## config.mk

```make
export PLATFORM = sky130hd
export DESIGN_NAME = rom_arbiter
export DESIGN_NICKNAME = d
export VERILOG_FILES = /design/src/rtl/rom_arbiter.sv
export SDC_FILE = /design/constraint.sdc
export NUM_CORES = 1
export LEC_CHECK = 0
export ABC_AREA = 1
export BUFFER_PORTS_ARGS = -buffer_cell sky130_fd_sc_hd__buf_2
export CAP_MARGIN = 20
export CORE_MARGIN = 2
export CORE_UTILIZATION = 53
export CTS_CLUSTER_SIZE = 30
export DETAILED_ROUTE_END_ITERATION = 7
export PLACE_DENSITY = 0.85
export SYNTH_ARGS = -nofsm -noshare
export SYNTH_HDL_FRONTEND = slang
export SYNTH_SLANG_ARGS = --single-unit
```

## constraint.sdc

```tcl
create_clock -name clk -period 3.2 [get_ports clk]
set_input_delay 0.64 -clock clk [delete_from_list [all_inputs] [get_ports clk]]
set_output_delay 0.64 -clock clk [all_outputs]
set_load 0.05 [all_outputs]
```

## src/rtl/rom_arbiter.sv

```systemverilog
// rom_arbiter: round-robin arbiter that shares one rom_ctrl among NUM_REQ requesters
// Ports:
//   clk, rst (async, active high)
//   req[NUM_REQ], req_idx[NUM_REQ*IDX_W]  : per-requester read request and binary entry index
//   ack[NUM_REQ], rsp_data[DW]            : one-cycle ack pulse to the served requester, read data
//   busy                                  : FSM not idle
//   rom_en, rom_addr[2**IDX_W], rom_data  : rom_ctrl interface (one-hot address, registered data)
//   rd_cnt[16]                            : completed-read counter, present only with ROM_ARB_STATS_EN
module rom_arbiter #(
  parameter int NUM_REQ = 4,
  parameter int IDX_W   = 3,
  parameter int DW      = 8
) (
  input  logic                     clk,
  input  logic                     rst,
  input  logic [NUM_REQ-1:0]       req,
  input  logic [NUM_REQ*IDX_W-1:0] req_idx,
  output logic [NUM_REQ-1:0]       ack,
  output logic [DW-1:0]            rsp_data,
  output logic                     busy,
  output logic                     rom_en,
  output logic [(2**IDX_W)-1:0]    rom_addr,
  input  logic [DW-1:0]            rom_data
`ifdef ROM_ARB_STATS_EN
  ,
  output logic [15:0]              rd_cnt
`endif
);
  localparam int PW = $clog2(NUM_REQ);
  localparam int AW = 2**IDX_W;
  typedef enum logic [1:0] {IDLE, READ, CAPT, DONE} state_t;
  state_t state;
  logic [PW-1:0] ptr, gnt, win;
  logic [IDX_W-1:0] idx;
  logic [IDX_W-1:0] idx_arr [NUM_REQ];
  genvar g;
  for (g = 0; g < NUM_REQ; g++) begin : g_idx
    assign idx_arr[g] = req_idx[g*IDX_W +: IDX_W];
  end
  // Scan downward so the last hit is the first set request at or after ptr.
  always_comb begin
    win = ptr;
    for (int k = NUM_REQ - 1; k >= 0; k--)
      if (req[PW'((int'(ptr) + k) % NUM_REQ)]) win = PW'((int'(ptr) + k) % NUM_REQ);
  end
  assign rom_en   = state == READ;
  assign rom_addr = rom_en ? AW'(1) << idx : '0;
  assign busy     = state != IDLE;
  always_ff @(posedge clk or posedge rst) begin
    if (rst) begin
      state    <= IDLE;
      ptr      <= '0;
      gnt      <= '0;
      idx      <= '0;
      ack      <= '0;
      rsp_data <= '0;
    end else begin
      case (state)
        IDLE: if (|req) begin
          gnt   <= win;
          idx   <= idx_arr[win];
          state <= READ;
        end
        READ: state <= CAPT;
        CAPT: begin
          rsp_data <= rom_data;
          ack[gnt] <= 1'b1;
          state    <= DONE;
        end
        DONE: begin
          ack   <= '0;
          ptr   <= (gnt == PW'(NUM_REQ - 1)) ? '0 : gnt + 1'b1;
          state <= IDLE;
        end
        default: state <= IDLE;
      endcase
    end
  end
`ifdef ROM_ARB_STATS_EN
  always_ff @(posedge clk or posedge rst) begin
    if (rst) rd_cnt <= '0;
    else if (state == CAPT && rd_cnt != 16'hFFFF) rd_cnt <= rd_cnt + 16'd1;
  end
`endif
endmodule
```

==> results of run 1 <==
[how the worst min path moves through the flow]
stage / start / end / slack (ps)
2_1_floorplan: idx[2] / idx[2] / 470
3_3_place_gp: ack[2] / ack[2] / 480
3_5_place_dp: ack[2] / ack[2] / 480
4_1_cts: rst / ack[0] / 480
5_1_grt: rst / ack[3] / 510
6_report: rst / rsp_data[7] / 450
[routing by layer]
layer  wire, um  part of all wire, %
met4         28                  1.0
met3        161                  5.9
met2       1330                   49
met5          0                    0
met1       1220                   44
[layout make-up]
| type | instances | area share [%] |
|---|---|---|
| Inverter | 20 | 5.15 |
| Sequential cell | 21 | 32.3 |
| Tap cell | 30 | 2.31 |
| Multi-Input combinational cell | 121 | 44.2 |
| Clock buffer | 4 | 1.61 |
| Timing Repair Buffer | 47 | 14.5 |
[power groups by stage]
stage          combinational, mW  sequential, mW  clock, mW
2_1_floorplan              0.906           0.743          0
3_3_place_gp                1.36           0.517          0
3_5_place_dp                1.39           0.521          0
4_1_cts                     1.39           0.518      0.130
5_1_grt                     1.53           0.541      0.142
6_report                    1.38           0.518      0.126
[cells by family after synthesis]
group,count (synthesis),synth area share [%]
muxes,8,6.69
and+or+nand+nor,91,33.3
adders and majority gates,8,7.43
AOI/OAI and AO/OA,14,5.94
buffers and inverters,23,7.61
DFF,21,39.0
[registers in the layout (all words and copies together) (netlist names)]
signal / cells
ptr: 2
idx: 3
ack: 4
gnt: 2
state: 2
rsp_data: 8
[critical path, cell delays in order, from the launching register on]
cell     delay (ps)
dfrtp_1         420
inv_1           100
ha_1            180
nand2_1         110
nor2_1          120
buf_2           270
[cell usage in the layout (no fill, tap or decap), types with 2 or more instances in the layout]
cell / n
nand2_2: 7
nand3_1: 18
clkbuf_4: 3
buf_2: 47
nor2_1: 14
o21ai_0: 2
nand2_4: 5
a21oi_1: 6
dfrtp_1: 21
inv_2: 3
nand2_1: 43
o21ai_1: 2
inv_1: 15
mux2_2: 8
ha_1: 8
[per-stage QoR]
stage	setup WS (ps)	cell area, um2	hold slack, ps	instances	power (mW)
floorplan	732	1350	471	165	1.65
global placement	1290	1600	479	239	1.87
detailed placement	1220	1600	484	239	1.91
CTS	1050	1630	482	243	2.04
global route	909	1630	513	243	2.21
finish	1060	1630	451	243	2.02
==> out/metrics.csv, run 1 <==
stage;metric;value;unit
status;status;finished clean;
clock_network;path_clk_slew;120;ps
global_routing;grt_overflow;0;
sta;finalCritPeriodShare;67.0;%
layout;nets;248;
worst_hold_path;hp-class;input pin to asynchronous set/reset pin;
setup_path;crit_required;2560;ps
clock_network;cts_setup_buffers;0;
clock_network;cts_buffer_depth;2;
setup_path;r2r-end;idx[2];
global_routing;grt_max_degree;22;
route;drcViolationCount;0;
sta;slew_headroom;49.6;%
setup_path;arrival;1500;ps
synthesis;synth_most_common_cell;nand2_1;
synthesis;yosys_warnings;0;
floorplan;num_io_pins;48;
route;dr_total_vias;1191;
floorplan;initial_core_util;55.4;%
pwr;powerDensity;1240;nW/um2
clock_network;cts_resized;0;
layout;multi_input_area;719;um2
sta;slew_violations;0;
pwr;combPwrFrac;68.2;%
route;drt-wirelength-per-cell;11.3;um
global_routing;top_usage_layer;met2;
pwr;p_sw;1.14;mW
synthesis;synth_area_leaders;dfrtp_1 39%, nand2_1 12%, ha_1 7.4%;
synthesis;synth-async-reset-ratio;100;%
sta;hold_violations;0;
pwr;pwr-share-seq;25.6;%
clock_network;h-tree-depth;1;
route;final_antenna_net_count;0;
setup_path;crit_type;flop to primary output;
setup_path;reg2reg_from;ptr[0];
floorplan;core_area;2430;um2
place;place_congestion;0.734;
sta;period_needed;2140;ps
synthesis;ys_seq_area_share;39.0;%
setup_path;reg2regPathDepth;11;
synthesis;synth-edff-count;0;
layout;fin_util;66.9;%
clock_network;cts_made_buffers;3;
place;hpwl;2.21;mm
synthesis;syn_inst;165;
pwr;leakage;0.902;nW
pwr;p_int;876;uW
setup_path;endpoint;rom_addr[0];
sta;setup_viol;0;
setup_path;cp-end-kind;primary output;
layout;syn2layout_area_growth;20.8;%
synthesis;syn_nets;199;
route;dr.pass1.iters;4;
global_routing;track_usage;21.7;%
synthesis;ys_top_cells_by_count;43 x nand2_1, 21 x dfrtp_1, 18 x nand3_1;
sta;worst_slew_pin_slew;755;ps
synthesis;yosysTopAreaCell;dfrtp_1;
route;drt-initial-drc-count;11;
synthesis;syn-mean-instance-area;8.17;um2
pwr;ir_drop;0.000870;V
place;portBuffers;47;
layout;final_layout_size_suffix_gt1_share;37.1;%
setup_path;crit_fanout;4;
global_routing;gr-usage-met1;27.8;%
layout;diodes;0;
sta;fin_setup_tns;0;ps
route;vias_per_cell;4.90;
flow_run;maxCapViolations;0;
floorplan;dieHeight;54.4;um
pwr;switching_share;56.6;%
global_routing;grt_use_met2;38.6;%
clock_network;cts_tree;done;
setup_path;regToRegSetupSlack;1360;ps
global_routing;antenna_found_initial;0;
sta;clock.fmax;466;MHz
route;wl;2.74;mm
floorplan;rows;18;
setup_path;cp-start-kind;flop;
floorplan;dieArea;2960;um2
clock_network;worstSkewPairLatency;300;ps
layout;fillers;228;
synthesis;ys.flop_type;dfrtp_1;
sta;fin_skew;6.97;ps
pwr;pwr-share-clk;6.2;%
setup_path;crit_start;state[1];
clock_network;ctsHoldBuffers;0;
floorplan;die_x;54.4;um
clock_network;clock-root-buffer;clkbuf_4;
synthesis;syn_area;1350;um2
synthesis;ys_ff_latch;21;
global_routing;use_met3;3.28;%
layout;ff_latch_area;526;um2
global_routing;grt_pass1_vias;1087;
sta;rsz0062_at_grt;false;
global_routing;grt_pass1_wl;4.71;mm
synthesis;synth_top_area_share;39.0;%
clock_network;cts_sinks;21;
synthesis;synth_cell_types;26;
Note: power is estimated with default switching activity, not from simulation.
==> run 2: changes to the inputs <==
CORE_UTILIZATION = 49   (was 53)
PLACE_DENSITY = 0.8   (was 0.85)
clock period = 2.1 ns   (was 3.2 ns; I/O delays follow)
==> out/metrics.csv, run 2 (synthesis results as in run 1) <==
stage;metric;value;unit
status;status;finished clean;
route;vias_per_cell;4.82;
pwr;powerDensity;1880;nW/um2
global_routing;grt_pass1_vias;1103;
layout;mostFrequentLayoutCell;buf_2;
layout;largest_register;rsp_data;
worst_hold_path;hp-class;input pin to asynchronous set/reset pin;
route;wl;2.68;mm
setup_path;r2r-end;idx[2];
layout;syn2layout_area_growth;21.4;%
route;drt-initial-drc-count;56;
global_routing;grt_max_degree;22;
sta;slew_violations;0;
layout;fin_util;60.9;%
setup_path;crit_fanout;4;
clock_network;cts_tree;done;
sta;slew_headroom;50.9;%
place;portBuffers;47;
setup_path;crit_required;1680;ps
layout;diodes;0;
sta;clock.fmax;520;MHz
global_routing;grt_overflow;0;
clock_network;worstSkewPairLatency;300;ps
layout;final_layout_size_suffix_gt1_share;37.4;%
sta;whs;231;ps
clock_network;cts_made_buffers;3;
floorplan;num_io_pins;48;
sta;period_needed;1920;ps
pwr;leakage;0.908;nW
layout;final_cell_mix;47 x buf_2, 43 x nand2_1, 21 x dfrtp_1;
clock_network;clock-root-buffer;clkbuf_4;
layout;largest_reg_flops;8;
route;final_antenna_net_count;0;
clock_network;path_clk_slew;110;ps
layout;ff_latch_area;526;um2
floorplan;dieHeight;56.4;um
pwr;ir_drop;0.00124;V
clock_network;h-tree-depth;1;
floorplan;die_x;56.4;um
route;drt-wirelength-per-cell;10.9;um
flow_run;maxCapViolations;0;
route;drcViolationCount;0;
clock_network;ctsHoldBuffers;0;
layout;reg.largest.list;rsp_data (8), ack (4), idx (3);
clock_network;cts_setup_buffers;0;
global_routing;grt_pass1_wl;4.57;mm
global_routing;use_met3;4.15;%
setup_path;reg2regPathDepth;13;
sta;fin_skew;1.30;ps
setup_path;arrival;1500;ps
sta;rsz0062_at_grt;false;
setup_path;cp-end-kind;primary output;
setup_path;worst_path_max_delay_cell;dfrtp_1;
layout;multi_input_area;719;um2
place;place_ws;322;ps
global_routing;gr-usage-met1;22.7;%
setup_path;cpPeakStageDelay;420;ps
floorplan;dieArea;3190;um2
clock_network;cts_buffer_depth;2;
clock_network;cts_resized;0;
clock_network;cts_sinks;21;
layout;fillers;244;
setup_path;cp-start-kind;flop;
sta;finalCritPeriodShare;91.6;%
global_routing;track_usage;18.0;%
floorplan;rows;19;
layout;nets;249;
route;dr_total_vias;1182;
floorplan;core_area;2690;um2
setup_path;regToRegSetupSlack;310;ps
sta;worst_slew_pin_slew;735;ps
route;dr.pass1.iters;4;
global_routing;antenna_found_initial;0;
setup_path;crit_type;flop to primary output;
sta;setup_viol;0;
sta;hold_violations;0;
setup_path;cp_cell_sequence;inv_1 > ha_1 > nand2_1 > nor2_1 > buf_2;
sta;fin_setup_tns;0;ps
floorplan;initial_core_util;50.2;%
setup_path;reg2reg_from;ptr[0];
global_routing;grt_use_met2;30.1;%
place;hpwl;2.11;mm
place;place_congestion;0.918;
sta;layout_setup_ws;176;ps
global_routing;top_usage_layer;met2;
==> run 2: cell count changes in the layout (fill, tap and decap cells not counted), sizes merged <==
cell,change
buf,+1
==> run 2: worst max path at each step <==
stage	start	to	slack, ps	depth (start not counted)
after CTS	state[1]	rom_addr[4]	170	5
after detailed placement	ptr[0]	idx[1]	320	13
after global placement	ptr[0]	idx[1]	350	13
final	state[1]	rom_addr[4]	180	5
after floorplan	state[1]	rom_addr[4]	-150	4
after global routing	state[1]	rom_addr[1]	30	5
==> run 2: report_power, final <==
part | internal (mW) | total, mW | switching, mW
logic | 0.655 | 2.10 | 1.44
registers | 0.609 | 0.783 | 0.174
clock network | 0.0740 | 0.188 | 0.114
==> run 2: layer usage <==
metal / part of all wire, % / vias up
li1: - / 622
met1: 46 / 513
met2: 46 / 43
met3: 6.8 / 4
met4: 1.0 / 0
met5: 0 / -
==> run 2: layout make-up <==
class                   count  share of cell area (%)
clock buffers               4                    1.61
inverters                  20                    5.12
multi-input cells         121                    44.0
flip-flops and latches     21                    32.1
well taps                  31                    2.37
repair buffers             48                    14.8
==> run 2: critical path, delay by kind of cell, from the launching register on <==
family | cells | cell delay, ps
flip-flops | 1 | 420
buffers and inverters | 2 | 370
AND/OR/NAND/NOR | 2 | 230
adder cells (fa/ha/maj) | 1 | 180
==> run 2: stage by stage <==
| step | instances | power [mW] | instance area, um2 |
|---|---|---|---|
| after floorplan | 165 | 2.51 | 1350 |
| after global placement | 241 | 2.86 | 1610 |
| after detailed placement | 241 | 2.90 | 1610 |
| after CTS | 245 | 3.09 | 1640 |
| after global routing | 245 | 3.36 | 1640 |
| final | 245 | 3.07 | 1640 |
==> run 3: changes to the inputs <==
ABC_AREA = not set   (was 1)
CORE_UTILIZATION = 47   (was 49)
GPL_TIMING_DRIVEN = 0   (was not set)
==> out/metrics.csv, run 3 <==
stage;metric;value;unit
sta;slew_violations;0;
layout;ff_latch_area;526;um2
sta;setup_viol;0;
layout;largest_reg_flops;8;
floorplan;num_io_pins;48;
clock_network;cts_tree;done;
sta;hold_violations;0;
place;placed_cells;188;
floorplan;dieHeight;53.4;um
floorplan;initial_core_util;50.8;%
layout;fin_util;64.4;%
floorplan;rows;17;
floorplan;die_x;53.4;um
synthesis;syn_nets;147;
synthesis;synth_most_common_cell;dfrtp_1;
synthesis;synth-async-reset-ratio;100;%
sta;period_needed;1990;ps
sta;clock.fmax;502;MHz
pwr;total_power;2.47;mW
layout;mostFrequentLayoutCell;buf_2;
global_routing;grt_max_degree;22;
route;drt-initial-drc-count;21;
status;status;finished clean;
setup_path;arrival;1570;ps
pwr;leakage;0.750;nW
synthesis;ys_seq_area_share;45.9;%
route;dr.pass1.iters;4;
layout;diodes;0;
setup_path;cp_cell_sequence;inv_1 > ha_1 > nand2_1 > nor3_2 > buf_2;
route;drt-wirelength-per-cell;13.2;um
synthesis;yosys_warnings;0;
setup_path;crit_required;1680;ps
sta;rsz0062_at_grt;false;
setup_path;cp-start-kind;flop;
setup_path;cpPeakStageDelay;420;ps
setup_path;crit_fanout;4;
pwr;powerDensity;1700;nW/um2
flow_run;maxCapViolations;0;
global_routing;grt_overflow;0;
synthesis;syn_area;1150;um2
setup_path;regToRegSetupSlack;310;ps
layout;final_cell_mix;47 x buf_2, 21 x dfrtp_1, 18 x nor2_1;
synthesis;syn-mean-instance-area;10.1;um2
global_routing;grt_pass1_wl;4.07;mm
setup_path;cp-end-kind;primary output;
global_routing;grt_pass1_vias;1010;
setup_path;reg2regPathDepth;6;
clock_network;cts_made_buffers;3;
layout;nets;199;
layout;syn2layout_area_growth;26.7;%
setup_path;r2r-end;idx[2];
setup_path;crit_type;flop to primary output;
place;place_congestion;0.775;
clock_network;cts_sinks;21;
layout;final_layout_size_suffix_gt1_share;39.6;%
sta;finalCritPeriodShare;94.9;%
sta;slew_headroom;48.3;%
pwr;ir_drop;0.00124;V
synthesis;synth-edff-count;0;
layout;multi_input_area;578;um2
clock_network;cts_setup_buffers;0;
clock_network;ctsHoldBuffers;0;
layout;fillers;197;
clock_network;h-tree-depth;1;
route;dr_total_vias;1034;
sta;worst_slew_pin_slew;775;ps
layout;largest_register;rsp_data;
global_routing;antenna_found_initial;0;
clock_network;worstSkewPairLatency;310;ps
floorplan;core_area;2250;um2
synthesis;yosysTopAreaCell;dfrtp_1;
route;final_antenna_net_count;0;
setup_path;reg2reg_from;ptr[0];
global_routing;track_usage;19.6;%
place;postPlaceCellArea;1430;um2
clock_network;cts_buffer_depth;2;
route;wl;2.53;mm
clock_network;cts_resized;0;
layout;fin_cells;192;
worst_hold_path;hp-class;input pin to asynchronous set/reset pin;
route;drcViolationCount;0;
sta;fin_setup_tns;0;ps
synthesis;ys.flop_type;dfrtp_1;
floorplan;dieArea;2850;um2
layout;reg.largest.list;rsp_data (8), ack (4), idx (3);
synthesis;synth_top_area_share;45.9;%
layout;final_area;1450;um2
clock_network;path_clk_slew;110;ps
setup_path;worst_path_max_delay_cell;dfrtp_1;
sta;fin_skew;6.56;ps
route;vias_per_cell;5.39;
synthesis;ys_top_cells_by_count;21 x dfrtp_1, 18 x nor2_1, 11 x mux2_2;
place;hpwl;2.03;mm
synthesis;syn_inst;113;
clock_network;clock-root-buffer;clkbuf_4;
place;portBuffers;47;
synthesis;synth_cell_types;25;
synthesis;synth_area_leaders;dfrtp_1 46%, mux2_2 11%, ha_1 8.7%;
synthesis;ys_ff_latch;21;
run 3: logic make-up after synthesis:
group / synth area share, %
simple gates: 13.5
flops: 45.9
compound gates: 13.9
buf+inv: 4.59
fa+ha+maj: 8.73
mux: 13.4
run 3: power breakdown:
| part | total, mW | switching (mW) | internal (mW) |
|---|---|---|---|
| logic | 1.51 | 1.01 | 0.491 |
| registers | 0.768 | 0.161 | 0.607 |
| clock network | 0.192 | 0.118 | 0.0742 |
| total | 2.47 | 1.29 | 1.17 |
run 3: how the worst max path moves through the flow:
stage	from	end	slack, ps	depth (start not counted)
2_1_floorplan	state[1]	rom_addr[3]	-160	4
3_3_place_gp	req[0]	idx[1]	250	7
3_5_place_dp	req[0]	idx[2]	160	7
4_1_cts	state[1]	rom_addr[0]	100	5
5_1_grt	state[1]	rom_addr[2]	30	5
6_report	state[1]	rom_addr[2]	110	5
run 3: worst max-delay path, delay by kind of cell, from the launching register on:
family        cells  cell delay, ps
fa+ha+maj         1             200
buf+inv           2             390
flops             1             420
simple gates      2             250
run 3: final cells by class:
type | instances | share of cell area [%]
buffer | 2 | 1.03
clock buffer | 4 | 1.81
inverter | 10 | 2.58
multi-input combinational | 80 | 39.8
tap | 28 | 2.41
sequential | 21 | 36.2
timing repair buffer | 47 | 16.2
run 3: per-stage QoR:
stage	setup slack, ps	hold slack (ps)
final	106	239
after global routing	28.2	292
after CTS	99.1	263
after detailed placement	165	488
after global placement	253	476
after floorplan	-165	397
run 3: layer usage:
| metal | share of wire, % | wire length (um) | track usage (%) | vias to the layer above |
|---|---|---|---|---|
| li1 | - | - | - | 497 |
| met1 | 38 | 963 | 20.0 | 510 |
| met2 | 58 | 1460 | 38.5 | 23 |
| met3 | 3.2 | 81 | 4.52 | 4 |
| met4 | 0.91 | 23 | 5.98 | 0 |
| met5 | 0 | 0 | 0 | - |
